$ cat src/rtl/mdu_pkg.sv
// mdu_pkg: shared definitions for the EX-stage multiply/divide unit.
//   - op encodings (MDU_NOP..MDU_MADD)
//   - FSM state type and constants
//   - DIV_LAT and the default MUL_STAGES
//   - abs helper used for divider sign pre-correction
package mdu_pkg;
  localparam logic [2:0] MDU_NOP   = 3'd0;
  localparam logic [2:0] MDU_MULT  = 3'd1;
  localparam logic [2:0] MDU_MULTU = 3'd2;
  localparam logic [2:0] MDU_DIV   = 3'd3;
  localparam logic [2:0] MDU_DIVU  = 3'd4;
  localparam logic [2:0] MDU_MTHI  = 3'd5;
  localparam logic [2:0] MDU_MTLO  = 3'd6;
  localparam logic [2:0] MDU_MADD  = 3'd7;

  typedef logic [1:0] mdu_state_t;
  localparam mdu_state_t ST_IDLE = 2'd0;
  localparam mdu_state_t ST_MUL  = 2'd1;
  localparam mdu_state_t ST_DIV  = 2'd2;

  // 32 restoring iterations + 1 sign-fix cycle
  localparam int DIV_LAT        = 33;
  localparam int MUL_STAGES_DEF = 2;

  // Magnitude of v when treated as signed (sgn=1); pass-through otherwise.
  function automatic logic [31:0] abs32(input logic [31:0] v, input logic sgn);
    return (sgn && v[31]) ? (32'd0 - v) : v;
  endfunction
endpackage

$ cat src/rtl/mdu_divider.sv
// mdu_divider: iterative restoring 32-bit divider.
//   Operands are converted to magnitudes at start, 32 unsigned iterations
//   run one per cycle, then quotient/remainder are sign-corrected
//   combinationally during the final (done) cycle.
//   Divide by zero overrides the result: quotient=all ones, remainder=a.
// Ports:
//   clk, rst      clock, synchronous active-high reset
//   start         latch a/b and begin (one cycle)
//   a, b          dividend, divisor
//   signed_op     1 = signed divide
//   flush         abort in-flight divide
//   done          high during the cycle results are valid
//   quotient, remainder  results (valid while done)
module mdu_divider
  import mdu_pkg::*;
(
  input  logic        clk,
  input  logic        rst,
  input  logic        start,
  input  logic [31:0] a,
  input  logic [31:0] b,
  input  logic        signed_op,
  input  logic        flush,
  output logic        done,
  output logic [31:0] quotient,
  output logic [31:0] remainder
);
  localparam logic [5:0] LAST = 6'(DIV_LAT - 1);

  logic        run;
  logic [5:0]  cnt;
  logic [31:0] rem, quo, dvs, a_q;
  logic        neg_q, neg_r, bz;
  logic [32:0] r_sh, diff;

  // Shift next dividend bit into the partial remainder, trial-subtract.
  assign r_sh = {rem, quo[31]};
  assign diff = r_sh - {1'b0, dvs};

  always_ff @(posedge clk) begin
    if (rst || flush) begin
      run   <= 1'b0;
      cnt   <= '0;
      rem   <= '0;
      quo   <= '0;
      dvs   <= '0;
      a_q   <= '0;
      neg_q <= 1'b0;
      neg_r <= 1'b0;
      bz    <= 1'b0;
    end else if (start) begin
      run   <= 1'b1;
      cnt   <= '0;
      rem   <= '0;
      quo   <= abs32(a, signed_op);
      dvs   <= abs32(b, signed_op);
      a_q   <= a;
      neg_q <= signed_op & (a[31] ^ b[31]);
      neg_r <= signed_op & a[31];
      bz    <= (b == 32'd0);
    end else if (run) begin
      if (cnt == LAST) begin
        run <= 1'b0;
      end else begin
        cnt <= cnt + 6'd1;
        if (!diff[32]) begin
          rem <= diff[31:0];
          quo <= {quo[30:0], 1'b1};
        end else begin
          rem <= r_sh[31:0];
          quo <= {quo[30:0], 1'b0};
        end
      end
    end
  end

  assign done      = run && (cnt == LAST);
  // 0x80000000 / -1 falls out naturally: magnitude quotient 0x80000000, no negation.
  assign quotient  = bz ? 32'hFFFF_FFFF : (neg_q ? (32'd0 - quo) : quo);
  assign remainder = bz ? a_q : (neg_r ? (32'd0 - rem) : rem);
endmodule

$ cat src/rtl/ex_muldiv_unit.sv
// ex_muldiv_unit: EX-stage multiply/divide unit owning HI/LO.
//   Operands come from the post-forwarding EX muxes. MUL completes
//   MUL_STAGES cycles after the start edge, DIV after DIV_LAT cycles.
//   Any op (or MFHI/MFLO) arriving while busy raises stall_req.
//   Build option: MDU_MADD_EN enables op 7 = signed MADD
//   ({hi,lo} += opa*opb, latency MUL_STAGES+1); otherwise op 7 is a NOP.
// Ports:
//   clk, rst        clock, synchronous active-high reset
//   start, op       valid MDU op in EX and its encoding
//   opa, opb        forwarded rs / rt values
//   rd_req          MFHI/MFLO in EX
//   flush           EX squash; beats start and cancels in-flight ops
//   hi, lo          architectural HI/LO
//   busy            multi-cycle op in flight
//   done            pulse after HI/LO take a MUL/DIV result
//   stall_req       busy & (start | rd_req)
module ex_muldiv_unit
  import mdu_pkg::*;
#(
  parameter int MUL_STAGES = MUL_STAGES_DEF
) (
  input  logic        clk,
  input  logic        rst,
  input  logic        start,
  input  logic [2:0]  op,
  input  logic [31:0] opa,
  input  logic [31:0] opb,
  input  logic        rd_req,
  input  logic        flush,
  output logic [31:0] hi,
  output logic [31:0] lo,
  output logic        busy,
  output logic        done,
  output logic        stall_req
);
  mdu_state_t         state;
  logic [2:0]         cnt;
  logic signed [32:0] ma, mb;
  logic signed [65:0] prod;
  logic [63:0]        mul_res;
  logic               div_start, div_done;
  logic [31:0]        div_q, div_r;
  logic               idle_go;

  assign idle_go   = (state == ST_IDLE) && start && !flush;
  assign div_start = idle_go && ((op == MDU_DIV) || (op == MDU_DIVU));

  // Operands are held in ma/mb for the whole op, so the product only
  // depends on what was latched at the start edge.
  assign prod = ma * mb;

`ifdef MDU_MADD_EN
  logic madd;
  assign mul_res = madd ? ({hi, lo} + prod[63:0]) : prod[63:0];
`else
  assign mul_res = prod[63:0];
`endif

  mdu_divider u_div (
    .clk       (clk),
    .rst       (rst),
    .start     (div_start),
    .a         (opa),
    .b         (opb),
    .signed_op (op == MDU_DIV),
    .flush     (flush),
    .done      (div_done),
    .quotient  (div_q),
    .remainder (div_r)
  );

  always_ff @(posedge clk) begin
    if (rst) begin
      state <= ST_IDLE;
      cnt   <= '0;
      hi    <= '0;
      lo    <= '0;
      done  <= 1'b0;
      ma    <= '0;
      mb    <= '0;
`ifdef MDU_MADD_EN
      madd  <= 1'b0;
`endif
    end else begin
      done <= 1'b0;
      case (state)
        ST_IDLE: if (idle_go) begin
          case (op)
            MDU_MULT, MDU_MULTU: begin
              ma    <= {(op == MDU_MULT) & opa[31], opa};
              mb    <= {(op == MDU_MULT) & opb[31], opb};
              cnt   <= 3'(MUL_STAGES - 1);
              state <= ST_MUL;
`ifdef MDU_MADD_EN
              madd  <= 1'b0;
`endif
            end
`ifdef MDU_MADD_EN
            MDU_MADD: begin
              ma    <= {opa[31], opa};
              mb    <= {opb[31], opb};
              cnt   <= 3'(MUL_STAGES);
              state <= ST_MUL;
              madd  <= 1'b1;
            end
`endif
            MDU_DIV, MDU_DIVU: state <= ST_DIV;
            MDU_MTHI: hi <= opa;
            MDU_MTLO: lo <= opa;
            default: ;
          endcase
        end
        ST_MUL: begin
          if (flush) begin
            state <= ST_IDLE;
          end else if (cnt == 3'd0) begin
            {hi, lo} <= mul_res;
            done     <= 1'b1;
            state    <= ST_IDLE;
          end else begin
            cnt <= cnt - 3'd1;
          end
        end
        ST_DIV: begin
          if (flush) begin
            state <= ST_IDLE;
          end else if (div_done) begin
            hi    <= div_r;
            lo    <= div_q;
            done  <= 1'b1;
            state <= ST_IDLE;
          end
        end
        default: state <= ST_IDLE;
      endcase
    end
  end

  assign busy      = (state != ST_IDLE);
  assign stall_req = busy & (start | rd_req);
endmodule
$ cat config.mk
export PLATFORM = sky130hd
export DESIGN_NAME = ex_muldiv_unit
export DESIGN_NICKNAME = d
export VERILOG_FILES = /design/src/rtl/mdu_pkg.sv /design/src/rtl/mdu_divider.sv /design/src/rtl/ex_muldiv_unit.sv
export SDC_FILE = /design/constraint.sdc
export NUM_CORES = 2
export LEC_CHECK = 0
export BUFFER_PORTS_ARGS = -buffer_cell sky130_fd_sc_hd__buf_2
export CORE_UTILIZATION = 60
export DETAILED_ROUTE_END_ITERATION = 6
export PLACE_DENSITY = 0.8
export SETUP_SLACK_MARGIN = 0.5
export SLEW_MARGIN = 15
export SYNTH_ARGS = -nofsm -noshare
export SYNTH_HDL_FRONTEND = slang
export SYNTH_SLANG_ARGS = --single-unit
$ cat constraint.sdc
create_clock -name clk -period 7.3 [get_ports clk]
set_clock_uncertainty 0.1 [all_clocks]
set_input_delay 0.73 -clock clk [delete_from_list [all_inputs] [get_ports clk]]
set_output_delay 0.73 -clock clk [all_outputs]
set_load 0.02 [all_outputs]
== Word level (Yosys, flattened, before mapping) ==
Cells that the tools add are included.

* Flip-flop bits (word level): 274
* Latch bits: 0
* RAM bits: 0
* ROM bits: 0
* Bits of input ports: 72
* Output and inout port bits: 67
* Memories: 0

* Add/subtract/negate cells: 7
* Multipliers: 1
* Divide/modulo/power cells: 0
* Order comparisons: 0
* Equal/unequal tests: 22
* Shift-type cells: 0
* Muxes and demuxes: 45
* Bitwise operators: 8
* Reduce and logical (&&, ||, !) cells: 26

{| class="wikitable"
|+ Operator list
! cell !! count
|-
| $mux 32 || 22
|-
| $pmux 32 s3 || 2
|-
| $sub 1x32->32 const A || 4
|-
| $mul 33x33->64 || 1
|-
| $sub 33x32->33 || 1
|-
| $logic_not 32->1 || 1
|-
| $ne 2x2->1 const B || 7
|-
| $reduce_and 7->1 || 2
|-
| $mux 3 || 4
|-
| $mux 2 || 5
|-
| $eq 3x3->1 const B || 3
|-
| $mux 1 || 8
|-
| $add 6x1->6 const B || 1
|-
| $eq 3x2->1 const B || 2
|-
| $eq 6x6->1 const B || 1
|-
| $logic_and 1x1->1 || 6
|-
| $ne 2x1->1 const B || 3
|-
| $ne 3x3->1 const B || 2
|-
| $pmux 2 s3 || 1
|-
| $pmux 3 s2 || 1
|-
| $reduce_bool 2->1 || 3
|-
| $reduce_or 2->1 || 3
|-
| $and 1x1->1 || 5
|-
| $reduce_and 5->1 || 1
|-
| 18 further kinds || 20
|}

== Logic depth before layout (Yosys ltp) ==
* Depth after elaboration: 6
* Depth in mapped cells: 29
* Gate-level depth less buffers: 27

== By module ==
Synthesis repeated with hierarchy kept, for this count alone.

* Cell total of the unflattened synthesis: 6363
* Area total of the unflattened synthesis: 54752.5 sq um

{| class="wikitable"
|+ By module, submodules not included
! module !! times used !! cells an instance !! area each (sq um)
|-
| ex_muldiv_unit || 1 || 4964 || 44596.5
|-
| mdu_divider || 1 || 1399 || 10156.0
|}

== Worst setup path before layout ==
Ideal clock, no wire load.

* Path type: register to register
* Start: register mb[0]
* End: register hi[31]
* Arrival time: 7.737 ns
* Data required time: 7.129 ns
* Setup slack: -0.608 ns
* Cell stages (with the launch flop): 26
* Buffers on the path: 2
* Clock period less this slack: 7.908 ns
* Cell sequence: dfxtp_1 > clkbuf_1 > nand2_1 > inv_1 > fa_1 > fa_1 > fa_1 > fa_1 > inv_1 > fa_1 > inv_1 > fa_1 > fa_1 > inv_1 > fa_1 > inv_1 > ha_1 > clkbuf_1 > nand2_1 > nor4_1 > nand4_1 > o211ai_1 > o31a_1 > mux2_2 > a211o_1 > a21oi_1

* Longest elaborated chain between the ends: 4

{| class="wikitable"
|+ Ends and longest elaborated chain
! item !! line !! source
|-
| from (decl) || ex_muldiv_unit.sv:38 || <nowiki>logic signed [32:0] ma, mb;</nowiki>
|-
| from (signal assigned) || ex_muldiv_unit.sv:91 || <nowiki>mb <= {(op == MDU_MULT) & opb[31], opb};</nowiki>
|-
| $mul 33x33->64 || ex_muldiv_unit.sv:50 || <nowiki>assign prod = ma * mb;</nowiki>
|-
| $mux 32 || ex_muldiv_unit.sv:116 || <nowiki>end else if (cnt == 3'd0) begin</nowiki>
|-
| $mux 32 || ex_muldiv_unit.sv:114 || <nowiki>if (flush) begin</nowiki>
|-
| $pmux 32 s3 || ex_muldiv_unit.sv:86 || <nowiki>case (state)</nowiki>
|-
| to (signal assigned) || ex_muldiv_unit.sv:108 || <nowiki>MDU_MTHI: hi <= opa;</nowiki>
|-
| to (signal assigned) || ex_muldiv_unit.sv:117 || <nowiki>{hi, lo} <= mul_res;</nowiki>
|-
| to (signal assigned) || ex_muldiv_unit.sv:128 || <nowiki>hi <= div_r;</nowiki>
|-
| to (decl) || ex_muldiv_unit.sv:30 || <nowiki>output logic [31:0] hi,</nowiki>
|}

No other way between the ends. The select of a mux whose other input is x is not followed.
A chain may end at the register's enable or synchronous reset.

== Final worst setup path ==
* Start: register ma[16]
* End: register hi[6]

* Longest elaborated chain between the ends: 4

{| class="wikitable"
|+ Ends and longest elaborated chain
! item !! line !! source
|-
| from (decl) || ex_muldiv_unit.sv:38 ||
|-
| from (signal assigned) || ex_muldiv_unit.sv:90 || <nowiki>ma <= {(op == MDU_MULT) & opa[31], opa};</nowiki>
|-
| $mul 33x33->64 || ex_muldiv_unit.sv:50 ||
|-
| $mux 32 || ex_muldiv_unit.sv:116 ||
|-
| $mux 32 || ex_muldiv_unit.sv:114 ||
|-
| $pmux 32 s3 || ex_muldiv_unit.sv:86 ||
|}

No other way between the ends. The select of a mux whose other input is x is not followed.

==> out/metrics.csv <==
metric,value,unit
Mean Syn Cell Area,8.60,um^2
IO Count,139,
met2 routed WL,84100,um
Die Ht,303,um
critical path data arrival time,8.19,ns
top-area cell type share of the netlist area,41.6,%
Area after DPL,59700,um^2
worst setup margin,-0.470,ns
Post-synth EDFFs,0,
post-synthesis register bit count,274,
failing checks,"design-rule violations, negative setup slack",
routability cong.,0.987,
critical path type,flip-flop to flip-flop,
Mapped Area,54200,um^2
post-synth top area cell,fa_1,
CP Max Fanout,6,
pre-CTS WS,-0.674,ns
Inserted Clock Buffers,31,
min cycle time layout,7.77,ns
PwrDens,72.1,nW/um^2
Layout area overhead,19.0,%
count of pins over their slew limit,0,
Max VDD drop,158,uV
IO buf count,138,
cts hold-fix bufs,0,
most frequent cell after synthesis,inv_1,
multi-input logic area,44900,um^2
"Req. time, crit path",7.72,ns
largest net degree at the start of global routing,90,
Setup crit end kind,flip-flop,
period utilisation layout,106,%
Synth warnings,0,
utilization after layout,72.6,%
unrepaired setup endpoints after global routing,yes,
leakage,30.9,nW
Final Hold Viols,0,
# Max-Cap Violations,0,
post-route insts no fill,7887,
top post-synthesis cells by count,"inv_1 (1,181), fa_1 (1,126), nand2_1 (971), and2_1 (548), clkbuf_1 (355)",
Setup TNS,-12.53,ns
DRC Markers,1,
worst-skew pair later-pin latency,0.62,ns
Max-slew headroom,29.9,%
CTS sink cnt,274,
1st-pass router iterations,7,
H-tree depth,1,
ranking of synthesized cells by area,"fa_1 (42%), dfxtp_1 (10%), inv_1 (8.2%)",
final wirelength,179000,um
worst hold path class,input port to flip-flop,
CTS Buffer Depth,3,
initial core utilization,61.0,%
Final setup viols,39,
post-route ant nets,0,
DPL Wire Length,128000,um
CTS tree,done,
NumNets Final,8143,
area taken by flip-flops and latches,5590,um^2
share of cells above drive strength 1,18.4,%
Slew @ Worst Pin,1.05,ns
vias,47100,
WL/cell,22.7,um
"CTS clk-pin slew, worst paths",0.07,ns
CTS Root Cell,clkbuf_16,
Die ar.,91500,um^2
"Seq/Total Area, Yosys",10.1,%
DRT met1 WL,61700,um
vias in the first global route,48600,
Syn Inst Count,6306,
placed cell count,7694,
DR WL met3,18900,um
Filler Cell Count,5987,
Vias/cell,5.97,
Most used DFF post-synth,dfxtp_1,
Post-synth ARST share,0,%
status,"finished, violations left",
fin area,64500,um^2
GRT Util Overall,37.7,%
die width,303,um
Yosys cell types,84,
startpoint types,flip-flop,
Core ar.,88900,um^2
Detailed Route Iter0 Violations,4677,
total congestion overflow,0,
syn_nets,7760,
Highest Signal Layer,met5,
first-pass GRT wire length,268000,um
Rows,109,
fmax,129,MHz
initial antenna violation count,17,
metal layers:
metal  vias up  global-route usage (%)
met4        20                    19.6
met1     23400                    47.9
met5         -                       0
met2      2816                    62.0
met3       819                    6.65
li1      20100                       -
state kept, by name (all words and copies together), names as in the netlist:
register     cells
cnt              3
done             1
hi              32
lo              32
ma              33
mb              33
state            2
u_div.a_q       32
u_div.bz         1
u_div.cnt        6
u_div.dvs       32
u_div.neg_q      1
u_div.neg_r      1
u_div.quo       32
u_div.rem       32
u_div.run        1
worst max-delay path, stage by stage (launching register included):
cell and delay, ns:
dfxtp_4 0.41, buf_12 0.17, and2_1 0.17, fa_1 0.56, fa_2 0.45, fa_1 0.61, inv_2 0.07, fa_2 0.57
fa_1 0.44, inv_1 0.11, fa_1 0.44, fa_1 0.50, inv_1 0.05, fa_1 0.51, inv_1 0.08, ha_4 0.27
and3_4 0.18, nand2_2 0.05, or3_4 0.36, o22a_4 0.29, o21ai_4 0.22, a41oi_2 0.14, xnor2_1 0.24, nand2_1 0.18
a311o_1 0.39, a21oi_1 0.11
logic make-up (layout without fill, tap and decap cells):
kind of cell / after synthesis / count (layout) / share of synthesized area [%]
AND/OR/NAND/NOR: 2005 / 2005 / 17.9
multiplexers: 18 / 18 / 0.337
other: 0 / 10 / 0
flip-flops: 274 / 274 / 10.1
AO/OA/AOI/OAI: 840 / 840 / 9.64
adder cells (fa/ha/maj): 1382 / 1382 / 47.5
XOR/XNOR: 226 / 226 / 3.67
buffers and inverters: 1561 / 1967 / 10.9
through the flow:
step | total power [W] | hold slack [ns]
global placement | 0.00275 | 0.336
CTS | 0.00456 | 0.287
detailed placement | 0.00276 | 0.343
global route | 0.00477 | 0.305
floorplan | 0.00231 | 0.336
finish | 0.00465 | 0.294
final cells by class:
cell class	instances	area share [%]
multi-input cells	4471	69.6
repair buffers	730	10.8
flip-flops and latches	274	8.67
inverters	1181	6.89
well taps	1165	2.26
clock buffers	43	1.41
clock inverters	13	0.363
diodes	10	0.0388
final timing paths:
path / from / endpoint / slack, ns / depth (start not counted)
setup / recovery: ma[16]$_SDFFE_PP0P_ / hi[6]$_SDFFE_PP0P_ / -0.47 / 25
hold / removal: opb[13] / mb[13]$_SDFFE_PP0P_ / 0.29 / 3
setup reg to reg: ma[16]$_SDFFE_PP0P_ / hi[6]$_SDFFE_PP0P_ / -0.47 / 25
hold reg to reg: lo[22]$_SDFFE_PP0P_ / lo[22]$_SDFFE_PP0P_ / 0.35 / 2
layout by cell type (no fill, tap or decap), drive strengths merged, types with 12 or more instances in the layout:
cell type,count
ha,256
mux2i,16
nor3,31
o21bai,12
or4,20
buf,711
nor4,19
a21o,49
and2,548
a31oi,39
xnor2,142
a21oi,283
nand2b,22
nor2,187
nand3b,15
o41ai,20
nor2b,42
o22ai,12
dfxtp,274
fa,1126
inv,1181
o21a,15
a211oi,18
nand2,971
o221ai,13
o31ai,37
clkbuf,54
nand4,18
and3,15
xor2,84
or3,14
nand3,79
a311oi,40
o21ai,218
timing repair:
action | 4_1_cts | 5_1_grt
pin swaps | 121 | 185
endpoints found under the setup margin | 50 | 51
setup buffers | 65 | 41
gates resized for setup | 276 | 231
cloned | 10 | 11
where the power goes:
group	internal, W	switching [W]
logic	0.000429	0.000825
registers	0.00155	0.0000696
clock network	0.00108	0.000699
Note: power is estimated with default switching activity, not from simulation.
